### src/rtl/spi_master_param_pkg.sv
// Shared definitions for the parametrised SPI master: FSM states and a width helper.
package spi_master_param_pkg;

  // Frame sequencer states.
  typedef enum logic [2:0] {
    ST_IDLE  = 3'd0,
    ST_LEAD  = 3'd1,
    ST_XFER  = 3'd2,
    ST_TRAIL = 3'd3,
    ST_GAP   = 3'd4
  } spi_state_t;

  // Bits needed to encode 'value' distinct items; never less than one.
  function automatic int f_clog2(input int value);
    int r;
    r = 1;
    for (int i = 1; i < 31; i++) begin
      if ((1 << i) < value) begin
        r = i + 1;
      end else begin
        r = r;
      end
    end
    return r;
  endfunction

endpackage

### src/rtl/spi_tick_gen.sv
// SCK half-period tick generator: one-cycle tick every div+1 cycles while enabled.
module spi_tick_gen #(
  parameter int DIV_W = 8
) (
  input  logic             clock,
  input  logic             reset_n,
  input  logic             en,
  input  logic [DIV_W-1:0] div,
  output logic             tick
);

  logic [DIV_W-1:0] r_cnt;

  assign tick = en & (r_cnt == {DIV_W{1'b0}});

  // Down-counter: preloads while disabled so the first tick lands exactly div+1 cycles after enable.
  always_ff @(posedge clock or negedge reset_n) begin
    if (!reset_n) begin
      r_cnt <= {DIV_W{1'b0}};
    end else if (!en) begin
      r_cnt <= div;
    end else if (r_cnt == {DIV_W{1'b0}}) begin
      r_cnt <= div;
    end else begin
      r_cnt <= r_cnt - {{(DIV_W-1){1'b0}}, 1'b1};
    end
  end

endmodule

### src/rtl/spi_master_param.sv
// Parametrised SPI master: configurable frame width, chip-select count, CPOL/CPHA and bit order.
// All mode/config inputs are captured when a frame is accepted; outputs are registered.
module spi_master_param
  import spi_master_param_pkg::*;
#(
  parameter int DATA_W = 24,
  parameter int NUM_CS = 1,
  parameter int DIV_W  = 8
) (
  input  logic                       clock,
  input  logic                       reset_n,
  input  logic                       start,
  input  logic                       cpol,
  input  logic                       cpha,
  input  logic                       lsb_first,
  input  logic [DIV_W-1:0]           clk_div,
  input  logic [f_clog2(NUM_CS)-1:0] cs_sel,
  input  logic [DATA_W-1:0]          tx_data,
  output logic [DATA_W-1:0]          rx_data,
  output logic                       busy,
  output logic                       done,
  output logic                       sck,
  output logic                       mosi,
  output logic [NUM_CS-1:0]          cs_n,
  input  logic                       miso
);

  localparam int CS_W   = f_clog2(NUM_CS);
  localparam int EDGE_W = f_clog2(2 * DATA_W + 1);
  localparam logic [EDGE_W-1:0] LAST_EDGE = EDGE_W'(2 * DATA_W);

  spi_state_t          r_state;
  logic                r_busy;
  logic                r_done;
  logic                r_sck;
  logic                r_mosi;
  logic [NUM_CS-1:0]   r_cs_n;
  logic [DATA_W-1:0]   r_rx_data;
  logic                r_cpol;
  logic                r_cpha;
  logic                r_lsb;
  logic                r_cs_ok;
  logic [DIV_W-1:0]    r_div;
  logic [DATA_W-1:0]   r_tx_sh;
  logic [DATA_W-1:0]   r_rx_sh;
  logic [EDGE_W-1:0]   r_edge;

  logic                w_tick;
  logic [DIV_W-1:0]    w_div;
  logic                w_cs_ok_in;
  logic [EDGE_W-1:0]   w_edge_nxt;
  logic                w_sample;

  // Bit that goes on the wire next for the chosen order.
  function automatic logic f_out_bit(input logic [DATA_W-1:0] v, input logic lsb);
    return lsb ? v[0] : v[DATA_W-1];
  endfunction

  // Drop the bit just presented.
  function automatic logic [DATA_W-1:0] f_shift(input logic [DATA_W-1:0] v, input logic lsb);
    return lsb ? {1'b0, v[DATA_W-1:1]} : {v[DATA_W-2:0], 1'b0};
  endfunction

  // Insert a received bit: at bit 0 for MSB-first, at the top for LSB-first.
  function automatic logic [DATA_W-1:0] f_rx_in(input logic [DATA_W-1:0] v, input logic lsb,
                                                input logic b);
    return lsb ? {b, v[DATA_W-1:1]} : {v[DATA_W-2:0], b};
  endfunction

  // One-hot-low select pattern; an out-of-range select leaves every line high.
  function automatic logic [NUM_CS-1:0] f_cs_decode(input logic [CS_W-1:0] sel);
    logic [NUM_CS-1:0] v;
    v = {NUM_CS{1'b1}};
    for (int i = 0; i < NUM_CS; i++) begin
      if (sel == CS_W'(i)) begin
        v[i] = 1'b0;
      end else begin
        v[i] = 1'b1;
      end
    end
    return v;
  endfunction

  // The divider follows the live input while idle so the accepted value is preloaded.
  assign w_div      = r_busy ? r_div : clk_div;
  assign w_cs_ok_in = (32'(cs_sel) < 32'(NUM_CS));
  assign w_edge_nxt = r_edge + {{(EDGE_W-1){1'b0}}, 1'b1};
  // cpha=0 samples on odd (leading) edges, cpha=1 on even (trailing) edges.
  assign w_sample   = w_edge_nxt[0] ^ r_cpha;

  spi_tick_gen #(
    .DIV_W (DIV_W)
  ) u_tick (
    .clock   (clock),
    .reset_n (reset_n),
    .en      (r_busy),
    .div     (w_div),
    .tick    (w_tick)
  );

  // Frame sequencer: state, shift registers, edge counter and all registered pins.
  always_ff @(posedge clock or negedge reset_n) begin
    if (!reset_n) begin
      r_state   <= ST_IDLE;
      r_busy    <= 1'b0;
      r_done    <= 1'b0;
      r_sck     <= 1'b0;
      r_mosi    <= 1'b0;
      r_cs_n    <= {NUM_CS{1'b1}};
      r_rx_data <= {DATA_W{1'b0}};
      r_cpol    <= 1'b0;
      r_cpha    <= 1'b0;
      r_lsb     <= 1'b0;
      r_cs_ok   <= 1'b0;
      r_div     <= {DIV_W{1'b0}};
      r_tx_sh   <= {DATA_W{1'b0}};
      r_rx_sh   <= {DATA_W{1'b0}};
      r_edge    <= {EDGE_W{1'b0}};
    end else begin
      r_done <= 1'b0;
      case (r_state)
        ST_IDLE: begin
          if (start) begin
            r_state <= ST_LEAD;
            r_busy  <= 1'b1;
            r_cpol  <= cpol;
            r_cpha  <= cpha;
            r_lsb   <= lsb_first;
            r_div   <= clk_div;
            r_cs_ok <= w_cs_ok_in;
            r_cs_n  <= f_cs_decode(cs_sel);
            r_sck   <= cpol;
            r_edge  <= {EDGE_W{1'b0}};
            r_rx_sh <= {DATA_W{1'b0}};
            if (!cpha) begin
              // First bit must be valid before the first (sampling) edge.
              r_mosi  <= w_cs_ok_in & f_out_bit(tx_data, lsb_first);
              r_tx_sh <= f_shift(tx_data, lsb_first);
            end else begin
              r_mosi  <= 1'b0;
              r_tx_sh <= tx_data;
            end
          end else begin
            r_busy <= 1'b0;
            r_sck  <= r_cpol;
            r_mosi <= 1'b0;
            r_cs_n <= {NUM_CS{1'b1}};
          end
        end
        ST_LEAD: begin
          if (w_tick) begin
            r_state <= ST_XFER;
          end else begin
            r_state <= ST_LEAD;
          end
        end
        ST_XFER: begin
          if (w_tick) begin
            r_sck  <= ~r_sck;
            r_edge <= w_edge_nxt;
            if (w_sample) begin
              r_rx_sh <= f_rx_in(r_rx_sh, r_lsb, miso);
            end else if (w_edge_nxt != LAST_EDGE) begin
              r_mosi  <= r_cs_ok & f_out_bit(r_tx_sh, r_lsb);
              r_tx_sh <= f_shift(r_tx_sh, r_lsb);
            end else begin
              r_mosi <= r_mosi;
            end
            if (w_edge_nxt == LAST_EDGE) begin
              r_state <= ST_TRAIL;
            end else begin
              r_state <= ST_XFER;
            end
          end else begin
            r_state <= ST_XFER;
          end
        end
        ST_TRAIL: begin
          if (w_tick) begin
            r_state   <= ST_GAP;
            r_cs_n    <= {NUM_CS{1'b1}};
            r_mosi    <= 1'b0;
            r_done    <= 1'b1;
            r_rx_data <= r_rx_sh;
            r_sck     <= r_cpol;
          end else begin
            r_state <= ST_TRAIL;
          end
        end
        ST_GAP: begin
          if (w_tick) begin
            r_state <= ST_IDLE;
            r_busy  <= 1'b0;
          end else begin
            r_state <= ST_GAP;
          end
        end
        default: begin
          r_state <= ST_IDLE;
          r_busy  <= 1'b0;
          r_mosi  <= 1'b0;
          r_cs_n  <= {NUM_CS{1'b1}};
          r_sck   <= r_cpol;
        end
      endcase
    end
  end

  assign rx_data = r_rx_data;
  assign busy    = r_busy;
  assign done    = r_done;
  assign sck     = r_sck;
  assign mosi    = r_mosi;
  assign cs_n    = r_cs_n;

endmodule

### config.mk
export PLATFORM = sky130hd
export DESIGN_NAME = spi_master_param
export DESIGN_NICKNAME = d
export VERILOG_FILES = /design/src/rtl/spi_master_param_pkg.sv /design/src/rtl/spi_tick_gen.sv /design/src/rtl/spi_master_param.sv
export SDC_FILE = /design/constraint.sdc
export NUM_CORES = 1
export LEC_CHECK = 0
export CAP_MARGIN = 20
export CORE_ASPECT_RATIO = 0.9
export CORE_MARGIN = 5
export CORE_UTILIZATION = 30
export CTS_CLUSTER_DIAMETER = 150
export DETAILED_ROUTE_END_ITERATION = 6
export GPL_ROUTABILITY_DRIVEN = 0
export PLACE_DENSITY = 0.44
export SYNTH_ARGS = -nofsm -noshare
export SYNTH_HDL_FRONTEND = slang
export SYNTH_SLANG_ARGS = --single-unit
### constraint.sdc
create_clock -name clock -period 2.8 [get_ports clock]
set_input_delay 0.42 -clock clock [delete_from_list [all_inputs] [get_ports clock]]
set_output_delay 0.42 -clock clock [all_outputs]
set_load 0.01 [all_outputs]
# Word-level counts from Yosys, hierarchy flattened
# Cells that the tools add are included.
# Widths: inputs -> output; s select.
[totals]
register_bits = 106
inputBits = 40
out_inout_bits = 29
elab_cells = 102
[classes]
add_sub_neg = 2
order_cmp = 1
eq_ne = 13
muxes = 47
bitwise = 8
n_reduce_logical = 15
[op_table]
columns = ["op", "count"]
rows = [
  ["$mux 24", 11],
  ["$pmux 24 s2", 2],
  ["$mux 8", 3],
  ["$mux 1", 18],
  ["$pmux 3 s5", 1],
  ["$mux 3", 4],
  ["$mux 6", 2],
  ["$pmux 6 s2", 1],
  ["$reduce_and 5->1", 2],
  ["$logic_not 8->1", 1],
  ["$ne 2x2->1 const B", 4],
  ["$pmux 1 s4", 2],
  ["$reduce_and 2->1", 4],
  ["$sub 8x1->8 const B", 1],
  ["$add 6x1->6 const B", 1],
  ["$eq 3x2->1 const B", 2],
  ["$eq 6x6->1 const B", 1],
  ["$ne 2x1->1 const B", 3],
  ["$ne 6x6->1 const B", 1],
  ["$pmux 1 s3", 2],
  ["$reduce_and 3->1", 2],
  ["$reduce_or 3->1", 2],
  ["$not 1->1", 4],
  ["$reduce_and 4->1", 1],
  ["9 further kinds", 11],
]

# Logic depth before layout (Yosys ltp)
# Gate-level depths: netlist of run 1.
[depth]
word_depth = 6
mapped_depth = 9
mapped_depth_nobuf = 7

# Hierarchy
# A second synthesis of run 1 with hierarchy kept.
[hier_totals]
hier_cells = 565
area_unflattened_um2 = 5954.5
[modules_own_cells]
columns = ["module", "instances", "cells_each", "area_each_um2", "seq_area_each_um2"]
rows = [
  ["spi_master_param", 1, 516, 5490.3, 2453.6],
  ["spi_tick_gen", 1, 49, 464.2, 200.2],
]

# Worst setup path after synthesis of run 1
# OpenSTA, ideal clock, no wires.
[synth_path]
kind = "register to register"
start = "register u_tick.r_cnt[0]"
end = "register r_tx_sh[10]"
setup_time_ns = 0.125
t_arrival_ns = 2.132
required_ns = 2.675
slack_ns = 0.543
path_stages_with_launch = 10
path_buffers = 2
period_less_slack_ns = 2.257
cell_sequence = "dfrtp_1 -> inv_1 -> ha_1 -> or4bb_1 -> nor2_4 -> o211ai_1 -> o31a_1 -> buf_6 -> buf_12 -> mux2_4"
[synth_between]
elab_chain_cells = 4
[synth_rtl]
columns = ["element", "line", "rtl"]
rows = [
  ["start, declared", "spi_tick_gen.sv:12", "logic [DIV_W-1:0] r_cnt;"],
  ["start signal, assigned", "spi_tick_gen.sv:19", "r_cnt <= {DIV_W{1'b0}};"],
  ["start signal, assigned", "spi_tick_gen.sv:21", "r_cnt <= div;"],
  ["start signal, assigned", "spi_tick_gen.sv:23", "r_cnt <= div;"],
  ["$logic_not 8->1", "spi_tick_gen.sv:14", "assign tick = en & (r_cnt == {DIV_W{1'b0}});"],
  ["$and 1x1->1", "spi_tick_gen.sv:14", ""],
  ["$ne 2x1->1 (no line)", "--", ""],
  ["$reduce_and 5->1 (no line)", "--", ""],
  ["end signal, assigned", "spi_master_param.sv:116", "r_tx_sh <= {DATA_W{1'b0}};"],
  ["end signal, assigned", "spi_master_param.sv:138", "r_tx_sh <= f_shift(tx_data, lsb_first);"],
  ["end signal, assigned", "spi_master_param.sv:141", "r_tx_sh <= tx_data;"],
  ["end, declared", "spi_master_param.sv:44", "logic [DATA_W-1:0] r_tx_sh;"],
]
# Every way passes these cells.
# A chain may end at the register's enable or synchronous reset.

# Worst setup path in the final report of run 1
[layout_path]
start = "register u_tick.r_cnt[0]"
end = "register r_tx_sh[18]"
# The elaborated chain is that of the path after synthesis.

==> results of run 1 <==
cells in the final DEF, fill, tap and decap left out, drive strengths merged, types with 4 or more instances in the layout:
master,n
clkdlybuf4s50,67
nand3,8
a211oi,23
nand2,47
nor2,41
mux2i,71
o21ai,19
buf,20
clkbuf,9
ha,4
o2bb2ai,24
mux2,54
xnor2,5
a21oi,31
inv,10
dfrtp,105
logic make-up after synthesis:
logic type      after synthesis
mux                         125
simple gates                122
compound gates              115
flops                       106
buf+inv                      48
xor+xnor                      8
fa+ha+maj                     4
registers in the layout, summed over array words and instances, names as in the netlist:
signal and count:
r_rx_sh 24, r_tx_sh 24, rx_data 24, r_div 8, u_tick.r_cnt 8, r_edge 6
r_state 3, busy 1, cs_n 1, done 1, mosi 1, r_cpha 1
r_cpol 1, r_cs_ok 1, r_lsb 1, sck 1
power by group through the flow:
stage | logic [mW] | clock network (mW) | registers (mW)
final | 1.72 | 1.34 | 2.59
after floorplan | 1.43 | 0 | 2.40
after global placement | 1.70 | 0 | 2.61
after CTS | 1.75 | 1.42 | 2.59
after detailed placement | 1.74 | 0 | 2.61
after global routing | 1.93 | 1.46 | 2.68
worst paths after layout:
kind                                 start     endpoint  cells after the start
max reg2reg                u_tick.r_cnt[0]  r_tx_sh[18]                      8
max in group asynchronous          reset_n   r_rx_sh[0]                      2
min in group clock                r_div[5]     r_div[5]                      2
min                                reset_n     r_div[2]                      1
min reg2reg                       r_div[5]     r_div[5]                      2
max                        u_tick.r_cnt[0]  r_tx_sh[18]                      8
per-stage QoR:
| step | cells | hold slack (ns) | worst slack, ns | utilization, % | power, mW |
|---|---|---|---|---|---|
| 5_1_grt | 839 | 0.203 | 0.195 | 37.0 | 6.07 |
| 2_1_floorplan | 528 | 0.124 | 0.543 | - | 3.83 |
| 3_3_place_gp | 823 | 0.461 | 0.391 | 35.4 | 4.31 |
| 6_report | 839 | 0.145 | 0.335 | 37.0 | 5.65 |
| 3_5_place_dp | 823 | 0.464 | 0.346 | 35.4 | 4.35 |
| 4_1_cts | 839 | 0.169 | 0.330 | 37.0 | 5.75 |
cell usage after synthesis (all sizes together) (4+ instances only):
cell type	n
nand3	8
a211oi	23
dfrtp	105
xnor2	5
a21oi	31
inv	6
mux2i	71
o2bb2ai	24
nand2	47
buf	13
nor2	41
ha	4
clkbuf	29
o21ai	19
mux2	54
routing by layer:
layer	share of wire (%)	track usage [%]	routed length (um)
met2	46	19.3	6100
met1	49	16.8	6500
met4	1.2	3.01	156
met5	0	0	0
met3	4.4	3.93	581
layout make-up:
type / instances / area (um2)
tap: 250 / 313
sequential: 106 / 2660
multi-input combinational: 374 / 2890
clock buffer: 9 / 225
timing repair buffer: 87 / 858
clock inverter: 7 / 91.3
fill: 1885 / 12000
inverter: 6 / 22.5
==> results list, run 1 <==
* Hold crit path type: in -> async
* Max clock buf depth: 2
- Post-synth top flop: dfrtp_1
- Net switching is 33.4% of the power.
* Final WL: 13,300 um
- Measured along the x axis, the die boundary spans 156 um.
- Setup repair after global routing left no endpoint under its margin.
- Dividing the detail-routed via count by the number of cells gives 4.93.
- Worst rel slew slack: 47.6%
* Vertical die dimension: 142 um
- Number of warning messages in the yosys log: 0
- Sorting the synthesized cells by area gives the leading types as dfrtp_1, mux2i_1, mux2_2.
* Sequential area share after synthesis: 46.0%
* CTS Buf Count: 9
- Across every metal layer, demand over resource in global routing totals 12.4%.
- Across the VDD grid, the largest voltage drop is 343 uV.
- Post CTS Setup Buffer Count: 0
* Avg Synthesized Cell Area: 10.9 um2
* Slowest cell on crit path: or4bb_1
* ANT nets after route: 0
- Entering global routing, the biggest net connects 57 pins.
* Final Cell Area: 7050 um2
- The number of global-route vias before repair is 4,274.
- Required time of the critical path: 3.04 ns
* Clk pwr share: 23.8%
* Number of cells produced by synthesis: 528
* Count of pins on the block boundary: 69
- The net count of the finished layout is 628.
- The first detailed-routing pass ran for 4 iterations.
* Leakage power: 3.07 nW
- Flop and latch count out of synthesis: 106
- For this block, the initial DRC count from the detailed router was 173.
- Counting every net in the synthesized netlist gives 572.
- The number of antenna violations at the first check in global routing was 0.
- Clock root cell: clkbuf_16
- After synthesis, the largest area contributor takes up 45.5% of total cell area.
- R2R Setup Slk: 0.33 ns
- The max-slew violation count came to 0.
- TritonCTS built the clock tree.
* Min Tclk post-route: 2.47 ns
* Ant. Diodes: 0
- After Yosys synthesis, XOR and XNOR cells account for 1.21% of the synthesized area.
- H-tree depth: 3
- For this configuration, the core starts out at a cell density of 30.3%.
* Final routed DRC violation total: 0
* Total via count in the routed design: 4,138
* Cell-by-cell listing of the critical path: inv_1 > ha_1 > or4bb_1 > nor2_4 > o211ai_1 > o31a_1 > buf_12 > mux2_4
* CP top delay family: simple AND/OR/NAND/NOR gates
* Cell Int Power: 3.76 mW
- Net switching power figure: 1.89 mW
- Part of the total power dissipated in combinational logic: 30.4%
- Clock latency on the worst-skew pair, taken at its later pin, is 0.36 ns.
- Counting distinct cell types in the post-synthesis netlist gives 55.
- Derived from the worst setup path, the maximum achievable clock frequency is 406 MHz.
- The synthesized netlist devotes 10.0% of its cell area to simple gates.
- Across the run, the number of max-cap violations was 0.
- Clock-pin slew on the worst setup and hold paths: 0.07 ns
- At the worst endpoint, the arrival time is 2.71 ns.
- The core region is 19,000 um2.
- Critical path startpoint category: flop
- Instance area at placement: 6740 um2
* Mux contribution to synthesized area: 24.2%
- Dividing the detail-routed wire length by the instance count gives 15.9 um.
* Number of input and output port buffers inserted: 68
* Area of the die: 22,100 um2
- Outcome: completed
* Total setup violations reported at the end of the flow: 0
- Syn-to-layout area delta: 22.3%
- By area, the combinational part of the netlist is dominated by multiplexers.
- The number of hold violations in the final report is 0.
* Critical path type: reg -> reg
- Power share of the sequential group: 45.8%
- Of the total synthesized cell area, the portion taken by full adders, half adders and majority gates is 0.867%.
- In this run the worst path has a maximum fanout of 24.
* Worst setup EP type: flop
- For this design, the CTS-stage hold fixing added 0 buffers.
- Counting both buffers and inverters, the worst setup path holds a total of 2.
* Dominant cell type by area after synthesis: dfrtp_1
- Power per unit of standard cell area: 801 nW/um2
* Asr flop ratio synth: 100%
- Total clock sinks: 106
* Wire length of the first global-routing pass: 22,300 um
* Maximum single-stage delay on the critical path: 0.47 ns
- Actual slew at the worst max-slew pin: 0.786 ns
- Final setup skew: 0.0108 ns
* Total grt overflow: 0
- Summed over all failing endpoints, the final setup total negative slack is 0 ns.
- Of the cells placed in the final design, the portion with a size suffix greater than 1 is 17.0%.
- Post-detailed-placement half-perimeter wirelength: 8770 um
* Number of resized instances in the post-cts repair step: 0
* Area of the mapped netlist: 5770 um2
- Area fraction in compound gates after synthesis: 13.6%
- Row count: 48
- The final critical path takes up 88.1% of the cycle.
- EDFF count, synth: 0
Note: power is estimated with default switching activity, not from simulation.
==> run 2: changes to the inputs <==
- CAP_MARGIN: 20 -> not set
==> results of run 2 <==
Same layout as run 1: the final DEF is identical, and so are final timing and power.
==> run 3: changes to the inputs <==
- GPL_ROUTABILITY_DRIVEN: 0 -> not set
==> results of run 3 <==
Same layout as run 1: the final DEF is identical, and so are final timing and power.
